<file path="config.mk">
export PLATFORM = sky130hd
export DESIGN_NAME = mem_arbiter
export DESIGN_NICKNAME = d
export VERILOG_FILES = /design/src/rtl/mem_pkg.sv /design/src/rtl/mem_arbiter_rr_pick.sv /design/src/rtl/mem_arbiter.sv
export SDC_FILE = /design/constraint.sdc
export NUM_CORES = 1
export LEC_CHECK = 0
export ABC_CLOCK_PERIOD_IN_PS = 4400
export CORE_AREA = 5 5 283 285
export CTS_BUF_LIST = sky130_fd_sc_hd__clkbuf_8 sky130_fd_sc_hd__clkbuf_16
export DETAILED_ROUTE_END_ITERATION = 16
export DIE_AREA = 0 0 288 290
export MAX_ROUTING_LAYER = met4
export PLACE_DENSITY = 0.48
export SLEW_MARGIN = 20
export SYNTH_ARGS = -nofsm -noshare
export SYNTH_HDL_FRONTEND = slang
export SYNTH_SLANG_ARGS = --single-unit
</file>
<file path="constraint.sdc">
create_clock -name CLOCK -period 4.4 [get_ports CLOCK]
set_input_delay 0.44 -clock CLOCK [delete_from_list [all_inputs] [get_ports CLOCK]]
set_output_delay 0.44 -clock CLOCK [all_outputs]
set_load 0.03 [all_outputs]
</file>
<file path="src/rtl/mem_pkg.sv">
// Shared definitions for the two-requester memory arbiter: default widths,
// grant encoding, FSM state type and the round-robin choice helper.
package mem_pkg;

  localparam int ADDR_W_DEF  = 28;
  localparam int BLOCK_W_DEF = 128;

  // Grant encoding: instruction side is 0, data side is 1.
  localparam logic GRANT_I = 1'b0;
  localparam logic GRANT_D = 1'b1;

  typedef enum logic [1:0] {
    ST_IDLE  = 2'd0,
    ST_ISSUE = 2'd1,
    ST_WAIT  = 2'd2,
    ST_DONE  = 2'd3
  } arb_state_t;

  // Pick a requester; on a tie the side that was not served last wins.
  function automatic logic rr_choose(input logic req_i,
                                     input logic req_d,
                                     input logic last);
    logic pick;
    if (req_i && req_d) begin
      pick = ~last;
    end else if (req_d) begin
      pick = GRANT_D;
    end else begin
      pick = GRANT_I;
    end
    return pick;
  endfunction

endpackage

</file>
<file path="src/rtl/mem_arbiter_rr_pick.sv">
// Two-way round-robin selector: reports whether anyone is requesting and
// which side should be granted given the most recent grant.
module rr_pick
  import mem_pkg::*;
(
  input  logic req_i,
  input  logic req_d,
  input  logic last,
  output logic valid,
  output logic grant
);

  // Combinational choice; the caller registers the result when it commits.
  always_comb begin
    valid = req_i | req_d;
    grant = rr_choose(req_i, req_d, last);
  end

endmodule

</file>
<file path="src/rtl/mem_arbiter.sv">
// Arbiter between an instruction-side and a data-side block requester for a
// single data memory. One memory command is in flight at a time; every
// command goes IDLE -> ISSUE -> WAIT -> DONE and ties alternate round-robin.
module mem_arbiter
  import mem_pkg::*;
#(
  parameter int ADDR_W  = ADDR_W_DEF,
  parameter int BLOCK_W = BLOCK_W_DEF
) (
  input  logic               CLOCK,
  input  logic               RESET,
  input  logic               I_READ,
  input  logic [ADDR_W-1:0]  I_ADDRESS,
  output logic [BLOCK_W-1:0] I_OUT,
  output logic               I_BUSYWAIT,
  input  logic               D_READ,
  input  logic               D_WRITE,
  input  logic [ADDR_W-1:0]  D_ADDRESS,
  input  logic [BLOCK_W-1:0] D_IN,
  output logic [BLOCK_W-1:0] D_OUT,
  output logic               D_BUSYWAIT,
  output logic               MEM_READ,
  output logic               MEM_WRITE,
  output logic [ADDR_W-1:0]  MEM_ADDRESS,
  output logic [BLOCK_W-1:0] MEM_IN,
  input  logic [BLOCK_W-1:0] MEM_OUT,
  input  logic               MEM_BUSYWAIT
);

  arb_state_t         state_r, state_s;
  logic               grant_r, grant_s;
  logic               last_r, last_s;
  logic               mem_read_r, mem_read_s;
  logic               mem_write_r, mem_write_s;
  logic [ADDR_W-1:0]  mem_addr_r, mem_addr_s;
  logic [BLOCK_W-1:0] mem_in_r, mem_in_s;
  logic [BLOCK_W-1:0] i_out_r, i_out_s;
  logic [BLOCK_W-1:0] d_out_r, d_out_s;

  logic i_valid_s;
  logic d_valid_s;
  logic pick_valid_s;
  logic pick_grant_s;
  logic done_s;

  // A data request with both read and write set is illegal and never counts.
  assign i_valid_s = I_READ;
  assign d_valid_s = D_READ ^ D_WRITE;
  assign done_s    = (state_r == ST_DONE);

  rr_pick u_rr_pick (
    .req_i (i_valid_s),
    .req_d (d_valid_s),
    .last  (last_r),
    .valid (pick_valid_s),
    .grant (pick_grant_s)
  );

  // Next-state and next-register values; everything holds unless changed.
  always_comb begin
    state_s     = state_r;
    grant_s     = grant_r;
    last_s      = last_r;
    mem_read_s  = mem_read_r;
    mem_write_s = mem_write_r;
    mem_addr_s  = mem_addr_r;
    mem_in_s    = mem_in_r;
    i_out_s     = i_out_r;
    d_out_s     = d_out_r;
    case (state_r)
      ST_IDLE: begin
        if (pick_valid_s) begin
          state_s = ST_ISSUE;
          grant_s = pick_grant_s;
          if (pick_grant_s == GRANT_D) begin
            mem_read_s  = D_READ;
            mem_write_s = D_WRITE;
            mem_addr_s  = D_ADDRESS;
            mem_in_s    = D_IN;
          end else begin
            mem_read_s  = 1'b1;
            mem_write_s = 1'b0;
            mem_addr_s  = I_ADDRESS;
            mem_in_s    = mem_in_r;
          end
        end else begin
          state_s = ST_IDLE;
        end
      end
      ST_ISSUE: begin
        state_s = ST_WAIT;
      end
      ST_WAIT: begin
        if (!MEM_BUSYWAIT) begin
          state_s     = ST_DONE;
          mem_read_s  = 1'b0;
          mem_write_s = 1'b0;
          // Only reads return data; writes leave both OUT registers alone.
          if (mem_read_r && (grant_r == GRANT_D)) begin
            d_out_s = MEM_OUT;
          end else if (mem_read_r) begin
            i_out_s = MEM_OUT;
          end else begin
            d_out_s = d_out_r;
          end
        end else begin
          state_s = ST_WAIT;
        end
      end
      ST_DONE: begin
        state_s = ST_IDLE;
        last_s  = grant_r;
      end
      default: begin
        state_s     = ST_IDLE;
        mem_read_s  = 1'b0;
        mem_write_s = 1'b0;
      end
    endcase
  end

  // State and datapath registers with synchronous reset.
  always_ff @(posedge CLOCK) begin
    if (RESET) begin
      state_r     <= ST_IDLE;
      grant_r     <= GRANT_I;
      last_r      <= GRANT_D;
      mem_read_r  <= 1'b0;
      mem_write_r <= 1'b0;
      mem_addr_r  <= {ADDR_W{1'b0}};
      mem_in_r    <= {BLOCK_W{1'b0}};
      i_out_r     <= {BLOCK_W{1'b0}};
      d_out_r     <= {BLOCK_W{1'b0}};
    end else begin
      state_r     <= state_s;
      grant_r     <= grant_s;
      last_r      <= last_s;
      mem_read_r  <= mem_read_s;
      mem_write_r <= mem_write_s;
      mem_addr_r  <= mem_addr_s;
      mem_in_r    <= mem_in_s;
      i_out_r     <= i_out_s;
      d_out_r     <= d_out_s;
    end
  end

  // Stalls release only during the DONE cycle of the side that was served.
  assign I_BUSYWAIT  = i_valid_s && !(done_s && (grant_r == GRANT_I));
  assign D_BUSYWAIT  = d_valid_s && !(done_s && (grant_r == GRANT_D));

  assign MEM_READ    = mem_read_r;
  assign MEM_WRITE   = mem_write_r;
  assign MEM_ADDRESS = mem_addr_r;
  assign MEM_IN      = mem_in_r;
  assign I_OUT       = i_out_r;
  assign D_OUT       = d_out_r;

endmodule

</file>
==> results of run 1 <==
## kinds of logic (layout without fill, tap and decap cells)
kind of cell | Yosys count | in the layout
multiplexers | 2 | 2
XOR/XNOR | 2 | 2
buffers and inverters | 204 | 878
flip-flops | 418 | 418
AO/OA/AOI/OAI | 580 | 580
other | 0 | 3
adder cells (fa/ha/maj) | 3 | 3
AND/OR/NAND/NOR | 655 | 655
## cell type report
cell class                 instances  share of cell area (%)
sequential                       418                   33.50
inverter                          33                  0.4959
tap                             1040                   5.209
clock inverter                    26                  0.5259
multi-input combinational       1242                   23.98
timing repair buffer             758                   30.65
clock buffer                      61                   5.615
antenna                            3                 0.03005
## tightest hold or removal path: stages
cell             delay, ps
clkdlybuf4s50_1        390
nand3_1                 60
a21oi_1                 50
## per-layer routing
metal	GRT usage, %	up-vias
met1	16.69	7429
met3	5.863	109
li1	-	7573
met2	26.98	584
met4	4.518	0
met5	-	-
## cells in the final DEF, fill, tap and decap left out, types with 2 or more instances in the layout
cell,count
buf_12,10
nand3_1,128
o21ai_1,3
o21ai_0,126
o221a_1,9
nor2b_1,2
nand2b_1,2
clkinv_2,9
o221a_2,19
clkbuf_16,50
a21oi_1,386
buf_4,15
nand2_1,514
ha_1,3
clkbuf_8,11
nor2_1,3
clkdlybuf4s50_1,732
mux2i_1,2
inv_6,2
a31oi_1,28
inv_1,47
dfxtp_1,418
diode_2,3
## registers in the layout, summed over array words and instances (netlist names)
name         cells
D_OUT          128
I_OUT          128
MEM_IN         128
MEM_ADDRESS     28
state_r          2
MEM_READ         1
MEM_WRITE        1
grant_r          1
last_r           1
## per-stage QoR
stage | instance area (sq um) | util [%] | hold slack, ps
after floorplan | 15190 | - | 506.5
after global placement | 23440 | 30.41 | 440.9
after detailed placement | 23440 | 30.41 | 445.3
after CTS | 24970 | 32.40 | 347.0
after global routing | 24980 | 32.40 | 391.0
final | 24980 | 32.40 | 418.7
## power groups by stage
stage	sequential [W]	clock [W]	combinational, W
after floorplan	0.00448	0	0.000608
after global placement	0.00415	0	0.00185
after detailed placement	0.00415	0	0.00186
after CTS	0.00407	0.00407	0.00187
after global routing	0.00409	0.00421	0.00196
final	0.00407	0.00390	0.00184
## synth_stat cells, types with 2 or more instances
cell type / instances
buf_2: 44
dfxtp_1: 418
nand2b_1: 2
nor2b_1: 2
o221a_2: 19
o21ai_0: 126
buf_6: 4
a21oi_1: 386
ha_1: 3
nand3_1: 128
inv_1: 33
buf_1: 10
o221a_1: 9
mux2i_1: 2
a31oi_1: 28
buf_4: 13
o21ai_1: 3
nand2_1: 514
nor2_1: 3
clkbuf_1: 99
## worst paths after layout
| path | end | slack [ps] | depth (start not counted) |
|---|---|---|---|
| setup / recovery | I_OUT[42] | 1720 | 7 |
| hold / removal | MEM_IN[70] | 420 | 3 |
| setup reg to reg | I_OUT[42] | 1720 | 7 |
| hold reg to reg | D_OUT[125] | 450 | 2 |
==> run_results.csv, run 1 <==
group,metric,value,unit
die,die-width,288,microns
pwr,power_per_cell_area,393.0,mW/mm^2
grt,antenna_found_initial,6,
detailed_routing,drt_first_iter_violations,823,
pwr,sw_frac_of_total,28.95,%
die,io_pins,734,
cts,worstSkewPairLatency,570,ps
cells_and_area,syn_to_final_growth,64.39,%
synth,synth_top_area_share,55.07,%
placed_design,place.gp.congestion,0.8201,
detailed_routing,routed-wl-met3,6859,microns
synth,yosys_warnings,0,
run,cap_violations,0,
synth,synthMuxAreaShare,0.1318,%
pwr,power.total,0.009817,W
setup_path,cp-start-kind,"flop",
setup_path,worst_path_max_delay_cell,"buf_4",
detailed_routing,viasPerCell,4.383,
pwr,ir_drop,311.7,uV
synth,synthTopCellsByArea,"dfxtp_1, a21oi_1, nand2_1, nand3_1, o21ai_0",
synth,avgSynthCellArea,8.152,sq um
cts,clk_pin_slew,60,ps
synth,syn_inst,1864,
detailed_routing,dr.pass1.iters,5,
setup_path,crit_buf_inv,3,
setup_path,cpMostUsedCell,"buf_4",
cts,htree_levels,2,
synth,synth_ff_type,"dfxtp_1",
sta,finalSetupTns,0,ps
cts,ctsHoldBuffers,0,
synth,synthSimpleGateAreaFrac,17.52,%
cts,cts_tree,"done",
cts,numClockSinks,418,
synth,synth_fa_ha_area_share,0.2470,%
synth,synth.distinct_cells,38,
pwr,power.switching,0.002842,W
detailed_routing,drt-met1-wl,25190,microns
synth,ys_ff_latch,418,
grt,grt_pass1_vias,15760,
cells_and_area,multi_input_comb_area,0.005989,sq mm
grt,grt_overflow,0,
sta,hold_viol_final,0,
grt,grt_pass1_wl,100500,microns
min_path,min-delay-start,"D_IN[70]",
die,die-area,0.08352,sq mm
synth,synth_compound_area_share,20.88,%
die,placeableCoreArea,0.07708,sq mm
synth,syn_nets,2185,
setup_path,crit_path_max_fanout,86,
synth,synth_edf_count,0,
cells_and_area,fillers,8105,
sta,layout_min_cycle_time,2680,ps
cts,numCtsBuffers,49,
sta,fin_ws,1720,ps
detailed_routing,drtAntennaViolNets,0,
die,num_rows,102,
detailed_routing,wirelength,67820,microns
placed_design,pre_cts_ws,1342,ps
detailed_routing,via_count,15700,
synth,synth-xor-area-share,0.2141,%
sta,fmax,0.3731,GHz
setup_path,arrival,3180,ps
detailed_routing,top_layer,"met4",
pwr,power.internal,0.006975,W
placed_design,dpl.hpwl,48090,microns
placed_design,port-buffer-count,733,
synth,async_flop_share,0,%
sta,fin_worst_skew,11.33,ps
sta,final.period_utilization,60.92,%
min_path,hp-class,"input port to flop",
cells_and_area,nets,2823,
pwr,leakagePower,8.312,nW
sta,worst_pin_slew,1076,ps
die,initial_utilization,19.71,%
setup_path,rr_startpoint,"state_r[0]",
setup_path,crit_start,"state_r[0]",
detailed_routing,dr_wl_met2,33800,microns
cells_and_area,fin_cells,3581,
pwr,clockPowerShare,39.8,%
synth,syn_area,0.01519,sq mm
sta,rsz0062_at_grt,"false",
grt,grt_usage,15.61,%
sta,maxSlewViolCount,0,
synth,synth_top_family_by_area,"compound AO/OA/AOI/OAI gates",
pwr,p_comb_share,18.8,%
cts,cts_root_buffer,"clkbuf_16",
cts,cts_resized,0,
setup_path,slowest_delay,830,ps
sta,slew_headroom,28.29,%
setup_path,critPathKind,"flop to flop",
placed_design,dp.cells,3491,
synth,yosysTopAreaCell,"dfxtp_1",
pwr,p_seq_share,41.5,%
detailed_routing,route.detailed.drc,0,
grt,grt_max_degree,141,
status,status,"finished, final reports clean",
setup_path,cp_top_family,"buffers and inverters",
setup_path,critPathRequiredTime,4900,ps
cells_and_area,regArea,0.008368,sq mm
sta,setup_viol,0,
setup_path,path_cells,"inv_1 -> ha_1 -> nand4bb_4 -> buf_4 -> buf_4 -> nand2_1 -> a21oi_1",
cts,post_cts_buffers,0,
cts,clk_path_buf_depth,3,
cells_and_area,drive_gt1_share,5.043,%
synth,ys_seq_area_share,55.07,%
detailed_routing,post_drt_wl_per_cell,18.94,microns
setup_path,cp-end-kind,"flop",
die,die_y,290,microns
(Power assumes the default switching activity.)
==> run 2, diff against run 1 <==
--- a/config.mk
+++ b/config.mk
@@ -5,7 +5,7 @@
 export SDC_FILE = /design/constraint.sdc
 export NUM_CORES = 1
 export LEC_CHECK = 0
-export ABC_CLOCK_PERIOD_IN_PS = 4400
+export ABC_CLOCK_PERIOD_IN_PS = 2640
 export CORE_AREA = 5 5 283 285
 export CTS_BUF_LIST = sky130_fd_sc_hd__clkbuf_8 sky130_fd_sc_hd__clkbuf_16
 export DETAILED_ROUTE_END_ITERATION = 16
==> constraint.sdc (replaced) <==
create_clock -name CLOCK -period 2.64 [get_ports CLOCK]
set_input_delay 0.264 -clock CLOCK [delete_from_list [all_inputs] [get_ports CLOCK]]
set_output_delay 0.264 -clock CLOCK [all_outputs]
set_load 0.03 [all_outputs]
==> run_results.csv, run 2 (synthesis results as in run 1) <==
group,metric,value,unit
status,status,"finished, final reports clean",
pwr,ir_drop,415.3,uV
setup_path,crit_path_max_fanout,3,
cts,numCtsBuffers,50,
cells_and_area,drive_gt1_share,5.977,%
detailed_routing,drtAntennaViolNets,0,
sta,finalSetupTns,0,ps
detailed_routing,route.detailed.drc,0,
grt,grt_pass1_vias,16080,
die,initial_utilization,19.71,%
setup_path,critPathKind,"flop to primary output",
detailed_routing,drt_first_iter_violations,752,
sta,rsz0062_at_grt,"false",
cts,cts_root_buffer,"clkbuf_16",
pwr,power.switching,0.004705,W
placed_design,place.gp.congestion,0.8392,
cts,htree_levels,2,
setup_path,arrival,2030,ps
setup_path,rr_worst_depth,6,
cells_and_area,regArea,0.008368,sq mm
grt,grt_overflow,0,
pwr,p_comb_share,18.8,%
min_path,whs_path_depth,2,
detailed_routing,dr.pass1.iters,5,
cts,worstSkewPairLatency,580,ps
pwr,power_per_cell_area,654.0,mW/mm^2
placed_design,dpl.hpwl,49280,microns
cts,post_cts_buffers,0,
min_path,hp-class,"input port to flop",
cts,clk_pin_slew,50,ps
die,die-width,288,microns
cells_and_area,nets,2849,
cells_and_area,multi_input_comb_area,0.005989,sq mm
sta,worst_pin_slew,673.7,ps
sta,maxSlewViolCount,0,
grt,grt_usage,15.61,%
pwr,p_seq_share,41.0,%
sta,fin_worst_skew,8.658,ps
cells_and_area,syn_to_final_growth,66.90,%
cells_and_area,fin_cells,3607,
die,placeableCoreArea,0.07708,sq mm
cells_and_area,final_common_cell,"clkdlybuf4s50_1",
sta,slew_headroom,55.09,%
cts,numClockSinks,418,
sta,setup_viol,0,
cts,cts_resized,0,
pwr,leakagePower,8.487,nW
cts,clk_path_buf_depth,3,
sta,fmax,0.4356,GHz
detailed_routing,post_drt_wl_per_cell,18.77,microns
grt,grt_pass1_wl,100300,microns
setup_path,cp-start-kind,"flop",
pwr,sw_frac_of_total,28.37,%
setup_path,critPathRequiredTime,2380,ps
pwr,power.internal,0.01188,W
pwr,power.total,0.01658,W
run,cap_violations,0,
die,io_pins,734,
pwr,clockPowerShare,40.2,%
sta,layout_min_cycle_time,2296,ps
grt,antenna_found_initial,9,
setup_path,cp-end-kind,"primary output",
placed_design,dp.cells,3516,
die,die-area,0.08352,sq mm
placed_design,port-buffer-count,733,
sta,hold_viol_final,0,
detailed_routing,via_count,15850,
detailed_routing,viasPerCell,4.393,
cts,cts_tree,"done",
grt,grt_max_degree,139,
sta,final.period_utilization,86.96,%
cells_and_area,fillers,8130,
cts,ctsHoldBuffers,0,
die,num_rows,102,
cells_and_area,final_cell_mix,"clkdlybuf4s50_1, nand2_1, dfxtp_1",
detailed_routing,wirelength,67690,microns
die,die_y,290,microns
==> run 2: cell types whose count changed in the layout (fill, tap and decap cells not counted) <==
cell | before | now
buf_12 | 10 | 21
buf_4 | 15 | 29
clkinv_2 | 9 | 5
clkinv_4 | 0 | 1
diode_2 | 3 | 7
clkinvlp_4 | 0 | 1
bufinv_16 | 0 | 2
inv_1 | 47 | 44
==> run 2: stage by stage <==
step,utilization [%],setup WS (ps),cell area (sq um),hold WS (ps)
2_1_floorplan,-,1065,15190,400.0
3_3_place_gp,30.83,431.2,23760,440.5
3_5_place_dp,30.83,400.5,23760,445.3
4_1_cts,32.88,279.2,25340,98.40
5_1_grt,32.90,164.0,25360,129.7
6_report,32.90,344.3,25360,124.7
==> run 2: routing by layer <==
layer	vias to the layer above	GRT usage, %	wire (microns)	part of all wire [%]
li1	7626	-	-	-
met1	7492	16.81	25620	38
met4	0	5.401	2322	3.4
met2	605	26.35	33130	49
met5	-	-	0	0
met3	124	5.903	6621	9.8
==> run 2: critical path, cell delays in order (launching register included) <==
cell and delay (ps):
dfxtp_1 310, ha_1 230, a21boi_0 170, clkdlybuf4s50_1 740
==> run 2: path summary, 6_finish.rpt <==
path	start	to	slack [ps]
min reg2reg	I_OUT[29]	I_OUT[29]	450
max reg2reg	state_r[0]	I_OUT[55]	570
min	RESET	grant_r	120
max	state_r[0]	I_BUSYWAIT	340
==> run 2: power groups by stage <==
stage	registers, W	clock network, W	logic, W
2_1_floorplan	0.00747	0	0.00101
3_3_place_gp	0.00692	0	0.00312
3_5_place_dp	0.00693	0	0.00314
4_1_cts	0.00680	0.00692	0.00316
5_1_grt	0.00683	0.00717	0.00333
6_report	0.00680	0.00666	0.00312
==> run 2: cell type report <==
cell class / count / area share (%)
diodes: 7 / 0.06907
clock buffers: 61 / 5.531
clock inverters: 23 / 0.6957
inverters: 33 / 0.4885
multi-input cells: 1242 / 23.62
flip-flops and latches: 418 / 33.00
well taps: 1040 / 5.131
repair buffers: 783 / 31.47
